<file path="src/rtl/mul_issue_ctrl.sv">
// mul_issue_ctrl
//   Issue/collect stage in front of the 32x32 signed Booth/CSA multiplier.
//   Requests {a, b, tag} are queued in a small FIFO. Each one is handed to the
//   multiplier with registered operands and a clean 0->1 start edge. The
//   product (or a timeout error) is returned on a valid/ready response port.
//   Only one multiply is outstanding at a time, and requests complete in order.
//
//   Ports
//     clk, rst_n                      clock, asynchronous active-low reset
//     req_valid/req_ready             request handshake; req_ready = !full
//     req_a, req_b, req_tag           signed operands and request tag
//     rsp_valid/rsp_ready             response handshake
//     rsp_product, rsp_tag, rsp_err   result (0 on error), tag, timeout flag
//     mul_start                       start to multiplier, high for one cycle
//     mul_operand_a/b                 operands, held from SETUP to end of RESP
//     mul_done, mul_product           multiplier completion pulse and result
//     busy                            FSM active or FIFO non-empty
//     fifo_level                      FIFO occupancy
//
//   Optional build macro MUL_ISSUE_STATS_EN adds the saturating counters
//   stat_ops (good responses) and stat_timeouts (error responses).
//
//   state | meaning
//   ------+----------------------------------------------------------
//   IDLE  | waiting for a queued request; pops head when non-empty
//   SETUP | operands loaded, mul_start held low for one cycle
//   FIRE  | mul_start high for one cycle
//   WAIT  | waiting for mul_done, timeout counter running
//   RESP  | response presented until rsp_ready

module mul_issue_ctrl #(
    parameter int FIFO_DEPTH  = 4,
    parameter int TAG_W       = 4,
    parameter int TIMEOUT_CYC = 16
) (
    input  logic                        clk,
    input  logic                        rst_n,
    input  logic                        req_valid,
    output logic                        req_ready,
    input  logic [31:0]                 req_a,
    input  logic [31:0]                 req_b,
    input  logic [TAG_W-1:0]            req_tag,
    output logic                        rsp_valid,
    input  logic                        rsp_ready,
    output logic [63:0]                 rsp_product,
    output logic [TAG_W-1:0]            rsp_tag,
    output logic                        rsp_err,
    output logic                        mul_start,
    output logic [31:0]                 mul_operand_a,
    output logic [31:0]                 mul_operand_b,
    input  logic                        mul_done,
    input  logic [63:0]                 mul_product,
    output logic                        busy,
    output logic [$clog2(FIFO_DEPTH):0] fifo_level
`ifdef MUL_ISSUE_STATS_EN
    ,
    output logic [31:0]                 stat_ops,
    output logic [15:0]                 stat_timeouts
`endif
);

    localparam int PTR_W   = $clog2(FIFO_DEPTH);
    localparam int LVL_W   = PTR_W + 1;
    localparam int CNT_W   = $clog2(TIMEOUT_CYC);
    localparam int ENTRY_W = 64 + TAG_W;
    localparam logic [LVL_W-1:0] LVL_FULL = LVL_W'(FIFO_DEPTH);
    localparam logic [CNT_W-1:0] TMO_LOAD = CNT_W'(TIMEOUT_CYC - 1);

    typedef enum logic [2:0] {
        ST_IDLE  = 3'd0,
        ST_SETUP = 3'd1,
        ST_FIRE  = 3'd2,
        ST_WAIT  = 3'd3,
        ST_RESP  = 3'd4
    } state_t;

    state_t state, state_next;

    logic [ENTRY_W-1:0] fifo_mem [FIFO_DEPTH];
    logic [PTR_W-1:0]   wr_ptr;
    logic [PTR_W-1:0]   rd_ptr;
    logic [LVL_W-1:0]   level_next;
    logic [ENTRY_W-1:0] head;
    logic               push;
    logic               pop;

    logic [CNT_W-1:0]   tmo_cnt;
    logic               tmo_expire;
    logic               start_next;
    logic               cap_ok;
    logic               cap_tmo;
    logic               rsp_hs;

    // ---------------- request FIFO ----------------
    assign push = req_valid && req_ready;
    assign head = fifo_mem[rd_ptr];

    always_comb begin
        level_next = fifo_level;
        if (push && !pop) begin
            level_next = fifo_level + 1'b1;
        end else if (!push && pop) begin
            level_next = fifo_level - 1'b1;
        end
    end

    // Payload storage needs no reset: level and pointers say what is valid.
    always_ff @(posedge clk) begin
        if (push) begin
            fifo_mem[wr_ptr] <= {req_a, req_b, req_tag};
        end
    end

    // req_ready is registered from the next occupancy, so it equals !full
    // every cycle and comes up one cycle after reset release.
    always_ff @(posedge clk or negedge rst_n) begin
        if (!rst_n) begin
            wr_ptr     <= '0;
            rd_ptr     <= '0;
            fifo_level <= '0;
            req_ready  <= 1'b0;
        end else begin
            if (push) begin
                wr_ptr <= wr_ptr + 1'b1;
            end
            if (pop) begin
                rd_ptr <= rd_ptr + 1'b1;
            end
            fifo_level <= level_next;
            req_ready  <= (level_next != LVL_FULL);
        end
    end

    // ---------------- FSM: state register ----------------
    always_ff @(posedge clk or negedge rst_n) begin
        if (!rst_n) begin
            state <= ST_IDLE;
        end else begin
            state <= state_next;
        end
    end

    // ---------------- FSM: next state ----------------
    assign tmo_expire = (tmo_cnt == '0);

    always_comb begin
        state_next = state;
        case (state)
            ST_IDLE:  if (fifo_level != '0) state_next = ST_SETUP;
            ST_SETUP: state_next = ST_FIRE;
            ST_FIRE:  state_next = ST_WAIT;
            ST_WAIT:  if (mul_done || tmo_expire) state_next = ST_RESP;
            ST_RESP:  if (rsp_ready) state_next = ST_IDLE;
            default:  state_next = ST_IDLE;
        endcase
    end

    // ---------------- FSM: outputs ----------------
    // mul_done wins over a timeout that expires in the same cycle.
    always_comb begin
        pop        = (state == ST_IDLE) && (fifo_level != '0);
        start_next = (state_next == ST_FIRE);
        cap_ok     = (state == ST_WAIT) && mul_done;
        cap_tmo    = (state == ST_WAIT) && !mul_done && tmo_expire;
        rsp_hs     = (state == ST_RESP) && rsp_ready;
    end

    // Timeout is a down-counter loaded at pop; reaching zero in WAIT marks
    // the last of TIMEOUT_CYC waiting cycles.
    always_ff @(posedge clk or negedge rst_n) begin
        if (!rst_n) begin
            mul_start     <= 1'b0;
            mul_operand_a <= '0;
            mul_operand_b <= '0;
            tmo_cnt       <= '0;
            rsp_valid     <= 1'b0;
            rsp_product   <= '0;
            rsp_tag       <= '0;
            rsp_err       <= 1'b0;
            busy          <= 1'b0;
        end else begin
            mul_start <= start_next;
            busy      <= (state_next != ST_IDLE) || (level_next != '0);

            if (pop) begin
                mul_operand_a <= head[ENTRY_W-1 -: 32];
                mul_operand_b <= head[TAG_W +: 32];
                rsp_tag       <= head[TAG_W-1:0];
                tmo_cnt       <= TMO_LOAD;
            end else if (state == ST_WAIT && !tmo_expire) begin
                tmo_cnt <= tmo_cnt - 1'b1;
            end

            if (cap_ok) begin
                rsp_product <= mul_product;
                rsp_err     <= 1'b0;
                rsp_valid   <= 1'b1;
            end else if (cap_tmo) begin
                rsp_product <= '0;
                rsp_err     <= 1'b1;
                rsp_valid   <= 1'b1;
            end else if (rsp_hs) begin
                rsp_valid <= 1'b0;
            end
        end
    end

`ifdef MUL_ISSUE_STATS_EN
    always_ff @(posedge clk or negedge rst_n) begin
        if (!rst_n) begin
            stat_ops      <= '0;
            stat_timeouts <= '0;
        end else if (rsp_hs) begin
            if (!rsp_err && stat_ops != '1) begin
                stat_ops <= stat_ops + 1'b1;
            end
            if (rsp_err && stat_timeouts != '1) begin
                stat_timeouts <= stat_timeouts + 1'b1;
            end
        end
    end
`endif

endmodule
</file>
<file path="config.mk">
export PLATFORM = sky130hd
export DESIGN_NAME = mul_issue_ctrl
export DESIGN_NICKNAME = d
export VERILOG_FILES = /design/src/rtl/mul_issue_ctrl.sv
export SDC_FILE = /design/constraint.sdc
export NUM_CORES = 1
export LEC_CHECK = 0
export BUFFER_PORTS_ARGS = -buffer_cell sky130_fd_sc_hd__buf_2
export CAP_MARGIN = 30
export CELL_PAD_IN_SITES_DETAIL_PLACEMENT = 1
export CELL_PAD_IN_SITES_GLOBAL_PLACEMENT = 2
export CORE_UTILIZATION = 43
export DETAILED_ROUTE_END_ITERATION = 8
export GPL_TIMING_DRIVEN = 0
export HOLD_SLACK_MARGIN = 0.15
export PLACE_DENSITY_LB_ADDON = 0.1
export SYNTH_ARGS = -nofsm -noshare
export SYNTH_HDL_FRONTEND = slang
export SYNTH_SLANG_ARGS = --single-unit
</file>
<file path="constraint.sdc">
create_clock -name clk -period 5.7 [get_ports clk]
set_clock_uncertainty 0.1 [all_clocks]
set_input_delay 0.57 -clock clk [delete_from_list [all_inputs] [get_ports clk]]
set_output_delay 0.57 -clock clk [all_outputs]
set_load 0.03 [all_outputs]
</file>
; Word-level counts from Yosys, hierarchy flattened
; Memory sizes are Yosys's and may differ from the RTL's. A register that Yosys moved wholly into a read port is not among the register bits.
; Cells that the tools add are included.
[classes]
n_mux = 17
reduce_logical = 24
n_eq_ne = 6
n_addsub = 5
[ops]
columns = op, count
row1 = $mux W64, 2
row2 = $mux W3, 5
row3 = $pmux W3 S5, 1
row4 = $reduce_bool A3 Y1, 4
row5 = $eq A3 B2 Y1 const B, 3
row6 = $logic_and A1 B1 Y1, 9
row7 = $mux W4, 2
row8 = $mux W1, 7
row9 = $logic_not A1 Y1, 5
row10 = $add A2 B1 Y2 const B, 2
row11 = $logic_not A4 Y1, 1
row12 = $reduce_bool A2 Y1, 2
row13 = $sub A4 B1 Y4 const B, 1
row14 = $add A3 B1 Y3 const B, 1
row15 = $eq A3 B1 Y1 const B, 1
row16 = $eq A3 B3 Y1 const B, 1
row17 = $logic_not A3 Y1, 1
row18 = $ne A3 B3 Y1 const B, 1
row19 = $sub A3 B1 Y3 const B, 1
row20 = $logic_or A1 B1 Y1, 2
[totals]
reg_bits = 83
inputBits = 137
ramBits = 272
memories = 1
[memory_table]
columns = name, depth, word_bits, rd, rd_clocked_by_memory_dff, write_ports, line
row1 = fifo_mem, 4, 68, 1, 1, 1, 79  ; logic [ENTRY_W-1:0] fifo_mem [FIFO_DEPTH];

; Logic depth before layout (Yosys ltp)
[logic_depth]
word_depth = 7
mapped_depth = 8
ltp_nobuf = 6

; Worst setup path before layout
; OpenSTA, ideal clock, no wires.
[synth_timing]
path_kind = register -> register
startpoint = register fifo_level[0]
endpoint = register busy
stages_incl_launch_ff = 6
slack_ns = 3.273
arrival_ns = 2.188
period_less_slack_ns = 2.427
required_time_ns = 5.461
path_cell_list = dfrtp_1 inv_1 ha_1 or3_1 a211o_1 or4b_1
[synth_between]
elab_chain_cells = 7
elab_cells_between_ends = 14
classes_between = 2 x add/sub / 4 x mux / 8 x reduce/logical
[synth_lines]
columns = element, line
row1 = from (decl), 54  ; output logic [$clog2(FIFO_DEPTH):0] fifo_level
row2 = from (signal assigned), 129  ; fifo_level <= level_next;
row3 = "parallel branches: the longest is 6 deep, another holds $sub A3 B1 Y3", --
row4 = $logic_or A1 B1 Y1 (*), 183  ; busy <= (state_next != ST_IDLE) || (level_next != '0);
row5 = to (signal assigned), 183
row6 = to (decl), 53  ; output logic busy,
; Mark *: on every way between the ends.
; A chain may end at the register's enable or synchronous reset.

; Worst setup path in the final report
[layout_timing]
startpoint = register fifo_level[0]
endpoint = register mul_operand_a[8] (read register of fifo_mem)
[layout_between]
elab_chain_cells = 2
[layout_lines]
columns = element, line
row1 = $reduce_bool A3 Y1, 161  ; pop = (state == ST_IDLE) && (fifo_level != '0);
row2 = $logic_and A1 B1 Y1, 161
row3 = to (decl), 49  ; output logic [31:0] mul_operand_a,
; No other way between the ends.

==> impl_metrics.ini <==
[status]
status = finished, violations left
violations = design-rule violations

[synthesis]
yosysWarnings = 0
synthesis.instances = 892
synth_cell_type_count = 40
ys_seq_elements = 423
synthTopCellsByCount = 272 x edfxtp_1, 216 x nand2_1, 151 x dfrtp_1
synthTopCellsByArea = edfxtp_1 52%, dfrtp_1 24%, mux4_2 9.8%
synth_edf_count = 272
synth_area_leader_cell = edfxtp_1
synthArstFlopShare_pct = 35.7
synth.top_cell.area_share_pct = 52.4
ys_seq_area_share_pct = 76.6
yosysMostFrequentCell = edfxtp_1
ys.flop_type = edfxtp_1
syn_area_per_cell_um2 = 17.5
synth_fp_nets = 1037
synth_area_mm2 = 0.0156

[clocking]
htreeDepth = 2
cts_root_buffer = clkbuf_16
cts_sinks = 423
insertion_delay_ns = 0.55
clk_pin_slew_worst_paths_ns = 0.06
ctsHoldBuffers = 128
cts_setup_buffers = 0
cts_inserted_buffers = 45
cts_tree = yes
cts-resized-gates = 0
clock_path_buffers = 3

[min_path]
hp-class = in2reg
holdPathEnd = rsp_product[54]
min_from = mul_product[54]
hold_depth = 2

[finish]
areaGrowthSynthToFinish_pct = 31.0
regArea_mm2 = 0.0119
drive_gt1_share_pct = 31.4
multi_input_area_mm2 = 0.00344
fillers = 3368
nNetsFinal = 1493
n_antenna_cell = 0

[floorplan]
dieArea_mm2 = 0.0370
initial_core_util_pct = 43.7
num_rows = 69
dieWidth_um = 192
ios = 277
core_mm2 = 0.0357
die_h_um = 192

[sta]
whs_ns = 0.178
post-route-period-util_pct = 47.0
hold_violations = 0
rsz0062_at_grt = false
slew_headroom_pct = 51.7
finalSetupTns_ns = 0
fin_crit_ns = 2.68
tightestPinTransition_ns = 0.724
slew_violations = 0
setup-violations-final = 0
max_freq_mhz = 373

[route]
num_vias = 9326
routed_via_density = 5.05
ant_nets = 0
dr.max_layer_used = met4
wl_met2_um = 18900
met3_length_um = 2380
drt_iter0_drc = 490
firstDrtPassIters = 7
drc = 70
met1_length_um = 16200
detail_route.wl_per_cell_um = 20.8
wl_um = 38300

[worst_setup_path]
worstPathMaxFanout = 10
worstSetupPathType = reg2reg
r2r-start = fifo_level[0]
cp-start-kind = flop
max_stage_delay_ns = 0.55
reg2reg_setup_slack_ns = 3.02
required_ns = 6.09
cp-end-kind = flop
crit_slowest_cell = buf_1
worstPathArrival_ns = 3.07
rr_worst_depth = 8
path_cells = inv_1 > ha_1 > nand2b_1 > nand2_1 > clkbuf_1 > buf_1 > nand2_1 > nand2_1
cp_common_cell = nand2_1
timing.rr.end = mul_operand_a[8]

[power]
powerDensity_mw_per_mm2 = 558
ir_drop_mv = 0.277
power_leakage_uw = 0.00840

[global_routing]
antenna_found_initial = 0
track_usage_pct = 20.8
grt_max_degree = 81
grt_overflow = 0
grt_pass1_wl_um = 58000
grt_pass1_vias = 10191

[place]
dp_hpwl_um = 24100
port_buffers = 276
gp_congestion = 0.788

[job]
cap_violations = 0
final cells by class:
class                      count  area share, %
clock buffer                  71           6.39
timing repair buffer         409           13.8
inverter                       9          0.165
buffer                        46          0.919
tap                          461           2.83
multi-input combinational    414           16.8
sequential                   423           58.5
clock inverter                12          0.582
power breakdown:
part	switching, µW	internal [µW]	leakage, µW
clock network	1150	1660	0.000698
logic	2580	1460	0.00335
registers	371	4170	0.00435
cell usage in the layout (no fill, tap or decap), types with 3 or more instances in the layout:
master	Yosys	layout
a22o_1	64	64
o21ai_0	6	6
inv_1	9	9
and3_4	0	4
ha_1	8	8
nor3b_1	3	3
clkinv_2	0	7
buf_2	12	287
buf_16	0	5
clkbuf_8	0	6
nand3_1	3	3
clkbuf_16	0	46
clkbuf_1	17	36
mux4_2	68	68
buf_1	17	17
dfrtp_1	151	151
xnor2_1	6	6
edfxtp_1	272	272
nand2_1	216	216
xor2_1	3	3
dlygate4sd3_1	0	128
a21oi_1	3	3
per-stage QoR:
step / std cells / worst slack [ns] / instance area (µm²) / util [%] / total power [µW]
CTS: 1845 / 2.94 / 20400 / 57.3 / 11600
global route: 1845 / 2.76 / 20400 / 57.3 / 12000
finish: 1845 / 3.02 / 20400 / 57.3 / 11400
detailed placement: 1634 / 2.98 / 17700 / 49.7 / 8640
floorplan: 892 / 3.27 / 15600 / - / 7260
global placement: 1629 / 1.26 / 17500 / 49.2 / 8530
worst max-delay path: cells and delay by family (launching register included):
family / cells / cell delay (ns)
flip-flops: 1 / 0.45
AND/OR/NAND/NOR: 4 / 0.63
buffers and inverters: 3 / 1.25
adder cells (fa/ha/maj): 1 / 0.20
logic make-up after synthesis:
logic type / synth area share, %
flip-flops: 76.6
multiplexers: 9.89
AO/OA/AOI/OAI: 4.24
adder cells (fa/ha/maj): 0.706
AND/OR/NAND/NOR: 6.61
buffers and inverters: 1.42
XOR/XNOR: 0.506
worst max path at each step:
| stage | from | endpoint | slack, ns | cells after the start |
|---|---|---|---|---|
| 4_1_cts | fifo_level[0] | mul_operand_a[7] | 2.94 | 8 |
| 3_3_place_gp | rst_n | rsp_product[37] | 1.26 | 1 |
| 6_report | fifo_level[0] | mul_operand_a[8] | 3.02 | 8 |
| 5_1_grt | fifo_level[0] | mul_operand_a[11] | 2.76 | 8 |
| 2_1_floorplan | fifo_level[0] | busy | 3.27 | 5 |
| 3_5_place_dp | fifo_level[0] | mul_operand_a[7] | 2.98 | 8 |
sequential cells by signal (all words and copies together), names as in the netlist, 2 cells and up:
register,count
rsp_tag,4
fifo_mem,272
rd_ptr,2
mul_operand_b,32
rsp_product,64
tmo_cnt,4
mul_operand_a,32
fifo_level,3
wr_ptr,2
state,3
routing by layer:
metal	vias up	GRT usage, %
met4	0	6.09
met5	-	0
li1	4262	-
met2	270	36.0
met1	4737	26.5
met3	57	4.26
(Power assumes the default switching activity.)
